**src/rtl/mutative_tag_pkg.sv**
```systemverilog
// Shared types for the mutative tag controller: default geometry, request opcodes,
// tag-entry layout and controller states.
package mutative_tag_pkg;

  localparam int DEF_INDEX_W = 7;
  localparam int DEF_TAG_W   = 19;

  typedef enum logic [1:0] {
    OP_LOOKUP       = 2'b00,
    OP_WRITE        = 2'b01,
    OP_INVAL        = 2'b10,
    OP_LOOKUP_DIRTY = 2'b11
  } op_e;

  typedef struct packed {
    logic                 valid;
    logic                 dirty;
    logic [DEF_TAG_W-1:0] tag;
  } entry_t;

  typedef enum logic [1:0] {
    ST_INIT = 2'b00,
    ST_IDLE = 2'b01,
    ST_RMW  = 2'b10
  } state_e;

  function automatic logic is_lookup(input op_e op);
    return (op == OP_LOOKUP) || (op == OP_LOOKUP_DIRTY);
  endfunction

endpackage

```
**src/rtl/mutative_tag_ctrl.sv**
```systemverilog
// Tag-SRAM controller: lookup/write/invalidate with a read-modify-write dirty-set.
// Define MUTATIVE_TAG_INIT_EN to clear every SRAM entry after reset before accepting requests.
module mutative_tag_ctrl
  import mutative_tag_pkg::*;
#(
  parameter int INDEX_W = DEF_INDEX_W,
  parameter int TAG_W   = DEF_TAG_W
) (
  input  logic               clk,
  input  logic               rst_n,
  input  logic               req_valid,
  output logic               req_ready,
  input  logic [1:0]         req_op,
  input  logic [INDEX_W-1:0] req_index,
  input  logic [TAG_W-1:0]   req_tag,
  input  logic               req_dirty,
  output logic               rsp_valid,
  output logic               rsp_hit,
  output logic               rsp_dirty,
  output logic [TAG_W-1:0]   rsp_tag,
  output logic               init_done,
  output logic               sram_csb0,
  output logic               sram_web0,
  output logic [INDEX_W-1:0] sram_addr0,
  output logic [TAG_W+1:0]   sram_din0,
  input  logic [TAG_W+1:0]   sram_dout0
);

`ifdef MUTATIVE_TAG_INIT_EN
  localparam state_e RST_STATE = ST_INIT;
`else
  localparam state_e RST_STATE = ST_IDLE;
`endif

  state_e state, state_nxt;
  op_e    op;
  logic   run_q;
  logic   accept;
  logic   vld_p0;
  logic [TAG_W-1:0]   tag_p0;
  logic [INDEX_W-1:0] idx_p0;
  logic               rd_valid, rd_dirty, hit_now;
  logic [TAG_W-1:0]   rd_tag;

  assign op       = op_e'(req_op);
  assign rd_valid = sram_dout0[TAG_W+1];
  assign rd_dirty = sram_dout0[TAG_W];
  assign rd_tag   = sram_dout0[TAG_W-1:0];
  assign hit_now  = rd_valid && (rd_tag == tag_p0);

`ifdef MUTATIVE_TAG_INIT_EN
  logic [INDEX_W-1:0] init_idx;

  always_ff @(posedge clk or negedge rst_n) begin
    if (!rst_n) begin
      init_idx <= '0;
    end else if (run_q && state == ST_INIT) begin
      init_idx <= init_idx + 1'b1;
    end
  end

  assign init_done = (state != ST_INIT);
`else
  assign init_done = 1'b1;
`endif

  // run_q holds off every SRAM access for the first edge after reset release
  always_comb begin
    state_nxt  = state;
    req_ready  = 1'b0;
    accept     = 1'b0;
    sram_csb0  = 1'b1;
    sram_web0  = 1'b1;
    sram_addr0 = req_index;
    sram_din0  = '0;
    if (run_q) begin
      case (state)
`ifdef MUTATIVE_TAG_INIT_EN
        ST_INIT: begin
          sram_csb0  = 1'b0;
          sram_web0  = 1'b0;
          sram_addr0 = init_idx;
          if (init_idx == '1) state_nxt = ST_IDLE;
        end
`endif
        ST_IDLE: begin
          req_ready = 1'b1;
          accept    = req_valid;
          if (req_valid) begin
            sram_csb0 = 1'b0;
            case (op)
              OP_WRITE: begin
                sram_web0 = 1'b0;
                sram_din0 = {1'b1, req_dirty, req_tag};
              end
              OP_INVAL:        sram_web0 = 1'b0;
              OP_LOOKUP_DIRTY: state_nxt = ST_RMW;
              default:         sram_web0 = 1'b1;
            endcase
          end
        end
        ST_RMW: begin
          state_nxt = ST_IDLE;
          if (hit_now && !rd_dirty) begin
            sram_csb0  = 1'b0;
            sram_web0  = 1'b0;
            sram_addr0 = idx_p0;
            sram_din0  = {2'b11, tag_p0};
          end
        end
        default: state_nxt = ST_IDLE;
      endcase
    end
  end

  // p0: read issued, SRAM data arrives; p1: registered response
  always_ff @(posedge clk or negedge rst_n) begin
    if (!rst_n) begin
      state     <= RST_STATE;
      run_q     <= 1'b0;
      vld_p0    <= 1'b0;
      rsp_valid <= 1'b0;
      rsp_hit   <= 1'b0;
      rsp_dirty <= 1'b0;
      rsp_tag   <= '0;
    end else begin
      state     <= state_nxt;
      run_q     <= 1'b1;
      vld_p0    <= accept && is_lookup(op);
      rsp_valid <= vld_p0;
      if (vld_p0) begin
        rsp_hit   <= hit_now;
        rsp_dirty <= rd_dirty;
        rsp_tag   <= rd_tag;
      end
    end
  end

  always_ff @(posedge clk) begin
    if (accept) begin
      tag_p0 <= req_tag;
      idx_p0 <= req_index;
    end
  end

endmodule

```
**config.mk**
```make
export PLATFORM = sky130hd
export DESIGN_NAME = mutative_tag_ctrl
export DESIGN_NICKNAME = d
export VERILOG_FILES = /design/src/rtl/mutative_tag_pkg.sv /design/src/rtl/mutative_tag_ctrl.sv
export SDC_FILE = /design/constraint.sdc
export NUM_CORES = 1
export LEC_CHECK = 0
export CAP_MARGIN = 40
export CORE_ASPECT_RATIO = 0.75
export CORE_MARGIN = 3
export CORE_UTILIZATION = 42
export CTS_BUF_LIST = sky130_fd_sc_hd__clkbuf_16
export DETAILED_ROUTE_END_ITERATION = 16
export GPL_TIMING_DRIVEN = 0
export MAX_ROUTING_LAYER = met4
export PLACE_DENSITY = 0.92
export SYNTH_ARGS = -nofsm -noshare
export SYNTH_HDL_FRONTEND = slang
export SYNTH_SLANG_ARGS = --single-unit
```
**constraint.sdc**
```tcl
create_clock -name clk -period 3.8 [get_ports clk]
set_input_delay 0.76 -clock clk [delete_from_list [all_inputs] [get_ports clk]]
set_output_delay 0.76 -clock clk [all_outputs]
set_load 0.05 [all_outputs]
```
# Word level (Yosys, flattened, before mapping)
# Index checks and enable logic that the tools add are counted.
[totals]
output_inout_bits = 54
wordCells = 48
register_bits = 52
in_bits = 53
[op_classes]
mux = 23
n_eq_ne = 8
n_reduce_logical = 8
[ops]
columns = ["op", "n"]
rows = [
  ["$mux 21", 4],
  ["$pmux 21 s2", 1],
  ["$mux 7", 3],
  ["$eq 19x19->1", 1],
  ["$mux 1", 10],
  ["$eq 2x2->1 const B", 3],
  ["$mux 2", 3],
  ["$eq 2x1->1 const B", 2],
  ["$ne 2x2->1 const B", 2],
  ["$pmux 1 s2", 2],
  ["$logic_and 1x1->1", 3],
  ["$reduce_and 3->1", 1],
  ["$logic_not 2->1", 1],
  ["$reduce_or 2->1", 1],
  ["$logic_not 1->1", 1],
  ["$logic_or 1x1->1", 1],
]

# Logic depth before layout (Yosys ltp)
# Gate-level depths: netlist of the first run.
[depth]
ltp_word = 6
ltp_mapped = 6
depth_no_buf = 5

# Worst setup path after synthesis of the first run
# No wires, ideal clock.
[synth_path]
kind = "input to output"
start = "input port req_valid"
end = "output port sram_din0[0]"
arrival_time_ns = 2.535
cell_stages = 4
slack_ns = 0.505
n_path_buf = 1
required_time_ns = 3.040
cell_sequence = "and3_1 > and3b_1 > clkbuf_1 > a22o_1"
[synth_via]
elab_chain_len = 3
[synth_rtl]
columns = ["item", "line_no", "source"]
rows = [
  ["start: declaration", "mutative_tag_ctrl.sv:11", "input logic req_valid,"],
  ["$mux 21", "mutative_tag_ctrl.sv:89", "if (req_valid) begin"],
  ["$pmux 21 s2", "mutative_tag_ctrl.sv:77", "case (state)"],
  ["$mux 21", "mutative_tag_ctrl.sv:76", "if (run_q) begin"],
  ["end: declaration", "mutative_tag_ctrl.sv:25", "output logic [TAG_W+1:0] sram_din0,"],
]
# No other way between the ends.

# Final worst setup path of the first run
[layout_path]
start = "input port sram_dout0[2]"
end = "output port sram_addr0[1]"
[layout_via]
elab_chain_len = 6
[layout_rtl]
columns = ["item", "line_no", "source"]
rows = [
  ["start: declaration", "mutative_tag_ctrl.sv:26", "input logic [TAG_W+1:0] sram_dout0"],
  ["$eq 19x19->1", "mutative_tag_ctrl.sv:49", "assign hit_now = rd_valid && (rd_tag == tag_p0);"],
  ["$logic_and 1x1->1", "mutative_tag_ctrl.sv:49", ""],
  ["$logic_and 1x1->1", "mutative_tag_ctrl.sv:104", "if (hit_now && !rd_dirty) begin"],
  ["$mux 7", "mutative_tag_ctrl.sv:104", ""],
  ["$mux 7", "mutative_tag_ctrl.sv:77", ""],
  ["$mux 7", "mutative_tag_ctrl.sv:76", ""],
  ["end: declaration", "mutative_tag_ctrl.sv:24", "output logic [INDEX_W-1:0] sram_addr0,"],
]
# No other way between the ends.

==> metrics.md, run 1 <==
| Metric | Value |
|---|---|
| DRT Wirelength | around 6300 µm |
| DRC Markers | 0 |
| Final worst path period share | 0.982 |
| Max cap viols | 0 |
| H-tree levels | 2 |
| Hold Path Cell Cnt | 0 |
| Starting Density | 0.444 |
| Post-CTS Hold Buffers | 0 |
| WP buf/inv | 3 |
| Fin. max-slew vios | 0 |
| Maximum VDD drop | ~0.41 mV |
| Post-Synthesis Cells | roughly 170 |
| Synth Area in Compound Gates | 0.0880 |
| Overall power | between 2000 and 2500 µW |
| Core Region | about 5400 µm² |
| Post-detailed-route via-to-cell ratio | about 5 |
| First-pass GRT wire length | roughly 9900 µm |
| Dpl cells | between 300 and 400 |
| Clk slew on worst S/H paths | around 0.06 ns |
| Slew headroom | 0.493 |
| Final std cells w/o fill | between 300 and 400 |
| Post-synthesis sequential area ratio | 0.593 |
| Final setup viols | 0 |
| Diodes inserted | 0 |
| Startpoint types | primary input |
| Yosys top cell area share | 0.323 |
| CP arrival | slightly below 3 ns |
| DIE HEIGHT | about 72 µm |
| RePlAce Congestion | between 0.8 and 0.9 |
| Row cnt | 23 |
| Clk_lat worst skew | 0.28 ns |
| Delay-heaviest family, CP | simple AND/OR/NAND/NOR gates |
| Main combinational cell family by area after synthesis | multiplexers |
| Setup Buffers After CTS | 0 |
| WS Path Type | primary input to primary output |
| Fin nets | around 340 |
| Critical Path RT | approximately 3.0 ns |
| Number of global-route vias before repair | around 2000 |
| Worst reg2reg path depth | 3 |
| Synth area leaders | edfxtp_1 32%, dfrtp_1 26%, mux2_2 9.8%, a22o_1 7.3%, mux2_4 4.4% |
| Minimum clock period | 3.73 ns |
| Port bufs | 105 |
| Share of layout cells above drive strength 1 | 0.284 |
| Max incr delay on CP | approximately 0.43 ns |
| Post-route ant nets | 0 |
| Worst Tran Pin Value | around 0.76 ns |
| DRT iter0 DRCs | just under 90 |
| Flip-flop and latch count after synthesis | 52 |
| Syn Std Cell Area | ~2400 µm² |
| Worst-path fanout max | 7 |
| CTS tree | built |
| HP Class | flop to flop |
| Clk root buf | clkbuf_16 |
| Max Clock Skew | 0.00330 ns |
| Post-synthesis area per instance | roughly 15 µm² |
| Post-synthesis adder-cell area fraction | 0.0207 |
| Maximum buffer depth of the clock tree | 2 |
| Vias after detailed routing | roughly 1800 |
| Critical path's slowest cell | clkdlybuf4s50_1 |
| Initial antenna violation count | 0 |
| Fill count | ~400 |
| Die width | ~94 µm |
| Cell variety after synth | 33 |
| Power Density | approximately 680 nW/µm² |
| Crit-path cells | clkdlybuf4s50_1 -> xor2_1 -> nor4_2 -> nand2_1 -> or3_4 -> buf_6 -> mux2_4 -> buf_2 |
| Top cell type by total area after synthesis | edfxtp_1 |
| Synth warn | 0 |
| Syn-to-layout area delta | 52.6% |
| Routed len/inst | ~18 µm |
| Status | complete, no violations |
| RSZ-0062 raised after global routing | yes |
| DR pass1 iterations | 4 |
| Mux share of post-synthesis cell area | 0.141 |
| Setup total negative slack | 0 ns |
| Final hold violations | 0 |
| Worst path depth | 8 |
| Total gr overflow | 0 |
| Fmax | approximately 270 MHz |
| GRT Util Overall | 0.199 |
| Synth Area in Simple Gates | 0.0606 |
| Critical path capture point type | primary output |
| Die ar. | roughly 6700 µm² |
| Hpwl dp | between 4000 and 5000 µm |
| Largest net degree at the start of global routing | 17 |
| # clock sinks | 52 |
| Number of buffers created by CTS | 5 |
| Post-synthesis xor/xnor area fraction | 0.0689 |
| LEAKAGE | ~0.0015 µW |
| I/O Pins | ~110 |
-- routing by layer --
metal | GRT usage | share of wire | vias to the layer above | wire (µm)
li1 | - | - | 857 | -
met1 | 0.248 | 0.44 | 880 | 2800
met2 | 0.345 | 0.49 | 66 | 3120
met3 | 0.0451 | 0.064 | 2 | 406
met4 | 0.0256 | 0.00063 | 0 | 4
met5 | - | 0 | - | 0
-- path summary, 6_finish.rpt --
path	slack [ns]	endpoint	start
min in group asynchronous	0.93	rsp_tag[5]$_DFFE_PN0P_	rst_n
setup / recovery	0.07	sram_addr0[1]	sram_dout0[2]
setup reg to reg	2.11	tag_p0[10]$_DFFE_PP_	state[0]$_DFFE_PN1P_
max in group asynchronous	2.24	state[0]$_DFFE_PN1P_	rst_n
hold reg to reg	0.43	rsp_valid$_DFF_PN0_	vld_p0$_DFF_PN0_
hold / removal	0.43	rsp_valid$_DFF_PN0_	vld_p0$_DFF_PN0_
-- logic make-up (layout without fill, tap and decap cells) --
kind of cell / after synthesis / after routing
other: 1 / 2
flip-flops: 52 / 52
multiplexers: 28 / 28
AND/OR/NAND/NOR: 23 / 23
buffers and inverters: 13 / 128
AO/OA/AOI/OAI: 26 / 26
XOR/XNOR: 19 / 19
adder cells (fa/ha/maj): 4 / 4
-- flip-flops by register name, summed over array words and instances, names as in the netlist --
name,count
rsp_tag,19
run_q,1
state,2
rsp_valid,1
rsp_hit,1
vld_p0,1
rsp_dirty,1
tag_p0,19
idx_p0,7
-- metrics by stage --
stage | hold WS [ns] | worst slack (ns) | cell area [µm²] | utilization
CTS | 0.444 | 0.00533 | 3670 | 0.675
detailed placement | 0.430 | -0.818 | 3590 | 0.661
global placement | 0.431 | -0.996 | 3560 | 0.655
global route | 0.454 | -0.0244 | 3690 | 0.678
finish | 0.434 | 0.0668 | 3690 | 0.678
floorplan | 0.398 | 0.505 | 2420 | -
-- synthesized netlist by cell type --
master,number
nand4_1,6
and3_1,1
a21o_1,1
o21ai_0,2
nand2_1,1
nor4_2,1
dfrtp_1,25
dfstp_2,1
a21oi_1,1
mux2_4,7
nor4_1,2
a22o_1,20
and3b_1,1
nor2_1,1
a22oi_1,1
and2_1,2
inv_1,5
or2_2,1
or3_1,3
buf_6,1
buf_4,1
xnor2_1,11
nand3_1,2
ha_1,4
o211ai_1,1
nand3b_1,1
clkbuf_1,4
edfxtp_1,26
conb_1,1
xor2_1,8
buf_2,2
nand2b_1,1
mux2_2,21
-- cell type report --
| type | instances | area (µm²) | area share |
|---|---|---|---|
| clock buffers | 5 | 125 | 0.0339 |
| inverters | 5 | 18.8 | 0.00509 |
| well taps | 75 | 93.8 | 0.0254 |
| flip-flops and latches | 52 | 1430 | 0.389 |
| clock inverters | 3 | 37.5 | 0.0102 |
| multi-input cells | 102 | 967 | 0.262 |
| repair buffers | 107 | 961 | 0.261 |
| plain buffers | 8 | 51.3 | 0.0139 |
-- power breakdown --
group,internal [µW],leakage (µW),switching (µW)
clock,306,0.0000789,181
combinational,427,0.000911,722
sequential,768,0.000555,91.6
-- placed cells by master (no fill, tap or decap), drive strengths merged --
cell	netlist	routed
buf	4	30
o21ai	2	2
ha	4	4
a21oi	1	1
and3b	1	1
o211ai	1	1
edfxtp	26	26
nand3b	1	1
or2	1	1
and3	1	1
dfrtp	25	25
mux2	28	28
nor4	3	3
dlygate4sd2	0	2
and2	2	2
conb	1	2
a21o	1	1
nand2	1	1
clkbuf	4	13
dfstp	1	1
nand4	6	6
nand2b	1	1
nand3	2	2
clkdlybuf4s50	0	75
bufinv	0	1
a22oi	1	1
a22o	20	20
xor2	8	8
inv	5	5
or3	3	3
clkinv	0	2
nor2	1	1
xnor2	11	11
-- worst register-to-register path, cell delays in order, from the launching register on --
cell and delay (ns):
dfstp_2 0.55, ha_1 0.20, and3_2 0.44, buf_8 0.21
-- what timing repair did --
action / 4_1_cts / 5_1_grt
pin swaps: 0 / 3
setup endpoints to repair: 30 / 23
resized for setup: 143 / 23
endpoints found under the hold margin: 0 / 0
Note: power is estimated with default switching activity, not from simulation.
==> run 2: changes to the inputs <==
Settings changed: CTS_BUF_LIST sky130_fd_sc_hd__clkbuf_16 to sky130_fd_sc_hd__clkbuf_8 sky130_fd_sc_hd__clkbuf_16, SETUP_SLACK_MARGIN set to 0.02.
==> metrics.md, run 2 (synthesized netlist as in run 1, its figures left out) <==
| Metric | Value |
|---|---|
| Routed len/inst | 17.9 µm (+0.68%) |
| WS Path Type | primary input to primary output |
| Max Clock Skew | 0.00393 ns (+0.000630 ns) |
| Maximum buffer depth of the clock tree | 2 (unchanged) |
| LEAKAGE | 0.00153 µW (-0.82%) |
| GRT Util Overall | 0.201 (+0.00139) |
| Die width | 93.6 µm (unchanged) |
| Largest net degree at the start of global routing | 17 (unchanged) |
| # clock sinks | 52 (unchanged) |
| Clk_lat worst skew | 0.29 ns (about the same) |
| Post-detailed-route via-to-cell ratio | 5.05 (-0.17%) |
| CTS tree | built |
| Final hold violations | 0 (unchanged) |
| Post-route ant nets | 0 (unchanged) |
| DIE HEIGHT | 71.7 µm (unchanged) |
| Crit-path cells | clkdlybuf4s50_1 -> xor2_1 -> nor4_2 -> nand2_1 -> buf_4 -> nor4_4 -> buf_4 -> a22o_1 -> clkbuf_4 |
| CP arrival | 2.96 ns (about the same) |
| Syn-to-layout area delta | 53.2% |
| DRC Markers | 0 (unchanged) |
| Worst reg2reg path depth | 3 (unchanged) |
| Largest regs | rsp_tag: 19 flops, tag_p0: 19 flops, idx_p0: 7 flops |
| WP buf/inv | 4 (+1) |
| Worst-path fanout max | 10 (+3) |
| Port bufs | 105 (unchanged) |
| Final setup viols | 0 (unchanged) |
| Final worst path period share | 0.978 (-0.00459) |
| Number of global-route vias before repair | 1962 (+0.15%) |
| Slew headroom | 0.478 (-0.0152) |
| Power Density | 643 nW/µm² (-4.9%) |
| Status | complete, no violations |
| Fin. max-slew vios | 0 (unchanged) |
| First-pass GRT wire length | 9970 µm (+0.34%) |
| Minimum clock period | 3.72 ns (-0.0174 ns) |
| Starting Density | 0.444 (unchanged) |
| Initial antenna violation count | 0 (unchanged) |
| Maximum VDD drop | 0.454 mV (+12%) |
| Critical Path RT | 3.04 ns (about the same) |
| H-tree levels | 2 (unchanged) |
| Worst Tran Pin Value | 0.781 ns (+0.0227 ns) |
| Hold Path Cell Cnt | 0 (unchanged) |
| Clk slew on worst S/H paths | 0.09 ns (+0.03 ns) |
| Overall power | 2380 µW (-4.6%) |
| I/O Pins | 107 (unchanged) |
| Startpoint types | primary input |
| Hpwl dp | 4950 µm (unchanged) |
| RePlAce Congestion | 0.802 (unchanged) |
| Most frequent CP cell | buf_4 |
| Post-CTS Hold Buffers | 0 (unchanged) |
| DR pass1 iterations | 4 (unchanged) |
| DRT iter0 DRCs | 103 (+16%) |
| Commonest non-fill, non-tap cell in the layout | clkdlybuf4s50_1 |
| Max incr delay on CP | 0.43 ns (about the same) |
| Number of buffers created by CTS | 5 (unchanged) |
| Clk root buf | clkbuf_8 |
| Critical path's slowest cell | clkdlybuf4s50_1 |
| HP Class | flop to flop |
| Most frequent cells in the layout | 75 x clkdlybuf4s50_1, 26 x edfxtp_1, 25 x dfrtp_1, 21 x mux2_2, 20 x a22o_1 |
| RSZ-0062 raised after global routing | yes |
| Final Core Density | 0.681 (+0.00276) |
| Core Region | 5440 µm² (unchanged) |
| Die ar. | 6710 µm² (unchanged) |
| DRT Wirelength | 6400 µm (+0.96%) |
| Row cnt | 23 (unchanged) |
| Worst path depth | 9 (+1) |
| Share of layout cells above drive strength 1 | 0.293 (+0.00960) |
| Max cap viols | 0 (unchanged) |
| Fmax | 269 MHz (+0.47%) |
| Fin nets | 339 (+0.30%) |
| Total gr overflow | 0 (unchanged) |
| Diodes inserted | 0 (unchanged) |
| Delay-heaviest family, CP | buffers and inverters |
| Vias after detailed routing | 1807 (+0.11%) |
| Critical path capture point type | primary output |
## run 2: cell types whose count changed in the layout (fill, tap and decap cells not counted), moves of 3 or more
| cell | change |
|---|---|
| clkbuf_4 | +16 |
| xnor2_1 | -3 |
| buf_2 | -15 |
| xnor2_2 | +3 |
| clkbuf_16 | -5 |
| clkbuf_8 | +5 |
## run 2: worst paths after layout
path | startpoint | to | slack [ns]
hold / removal | vld_p0$_DFF_PN0_ | rsp_valid$_DFF_PN0_ | 0.44
max in group asynchronous | rst_n | state[0]$_DFFE_PN1P_ | 2.25
setup reg to reg | state[0]$_DFFE_PN1P_ | tag_p0[9]$_DFFE_PP_ | 2.10
min in group asynchronous | rst_n | rsp_tag[5]$_DFFE_PN0P_ | 0.91
hold reg to reg | vld_p0$_DFF_PN0_ | rsp_valid$_DFF_PN0_ | 0.44
setup / recovery | sram_dout0[6] | sram_din0[10] | 0.08
## run 2: through the flow
step,cell area (µm²),hold slack [ns],worst slack [ns],cells,TNS (ns)
finish,3700,0.442,0.0842,358,0
detailed placement,3590,0.430,-0.818,349,-19.21
global placement,3560,0.431,-0.996,347,-23.47
CTS,3620,0.450,0.0491,358,0
global route,3700,0.461,-0.0117,358,-0.0209
floorplan,2420,0.398,0.505,167,0
## run 2: layer usage
layer / track usage / part of all wire
met5: - / 0
met4: 0.0272 / 0.00063
met3: 0.0451 / 0.069
met2: 0.348 / 0.50
met1: 0.249 / 0.43
## run 2: where the power goes
| group | switching, µW | internal, µW |
|---|---|---|
| Combinational | 727 | 434 |
| Clock | 170 | 192 |
| Sequential | 92.4 | 766 |
## run 2: what timing repair did
item | CTS | global route
hold endpoints to repair | 0 | 0
setup buffers | 1 | 0
gates resized for setup | 148 | 35
pin swaps | 0 | 2
endpoints found under the setup margin | 30 | 27
## run 2: layout make-up
class / instances / area, µm²
buffer: 8 / 51.3
clock buffer: 5 / 68.8
clock inverter: 3 / 37.5
fill: 406 / 1740
inverter: 5 / 18.8
multi-input combinational: 102 / 993
sequential: 52 / 1430
tap: 75 / 93.8
timing repair buffer: 108 / 1010
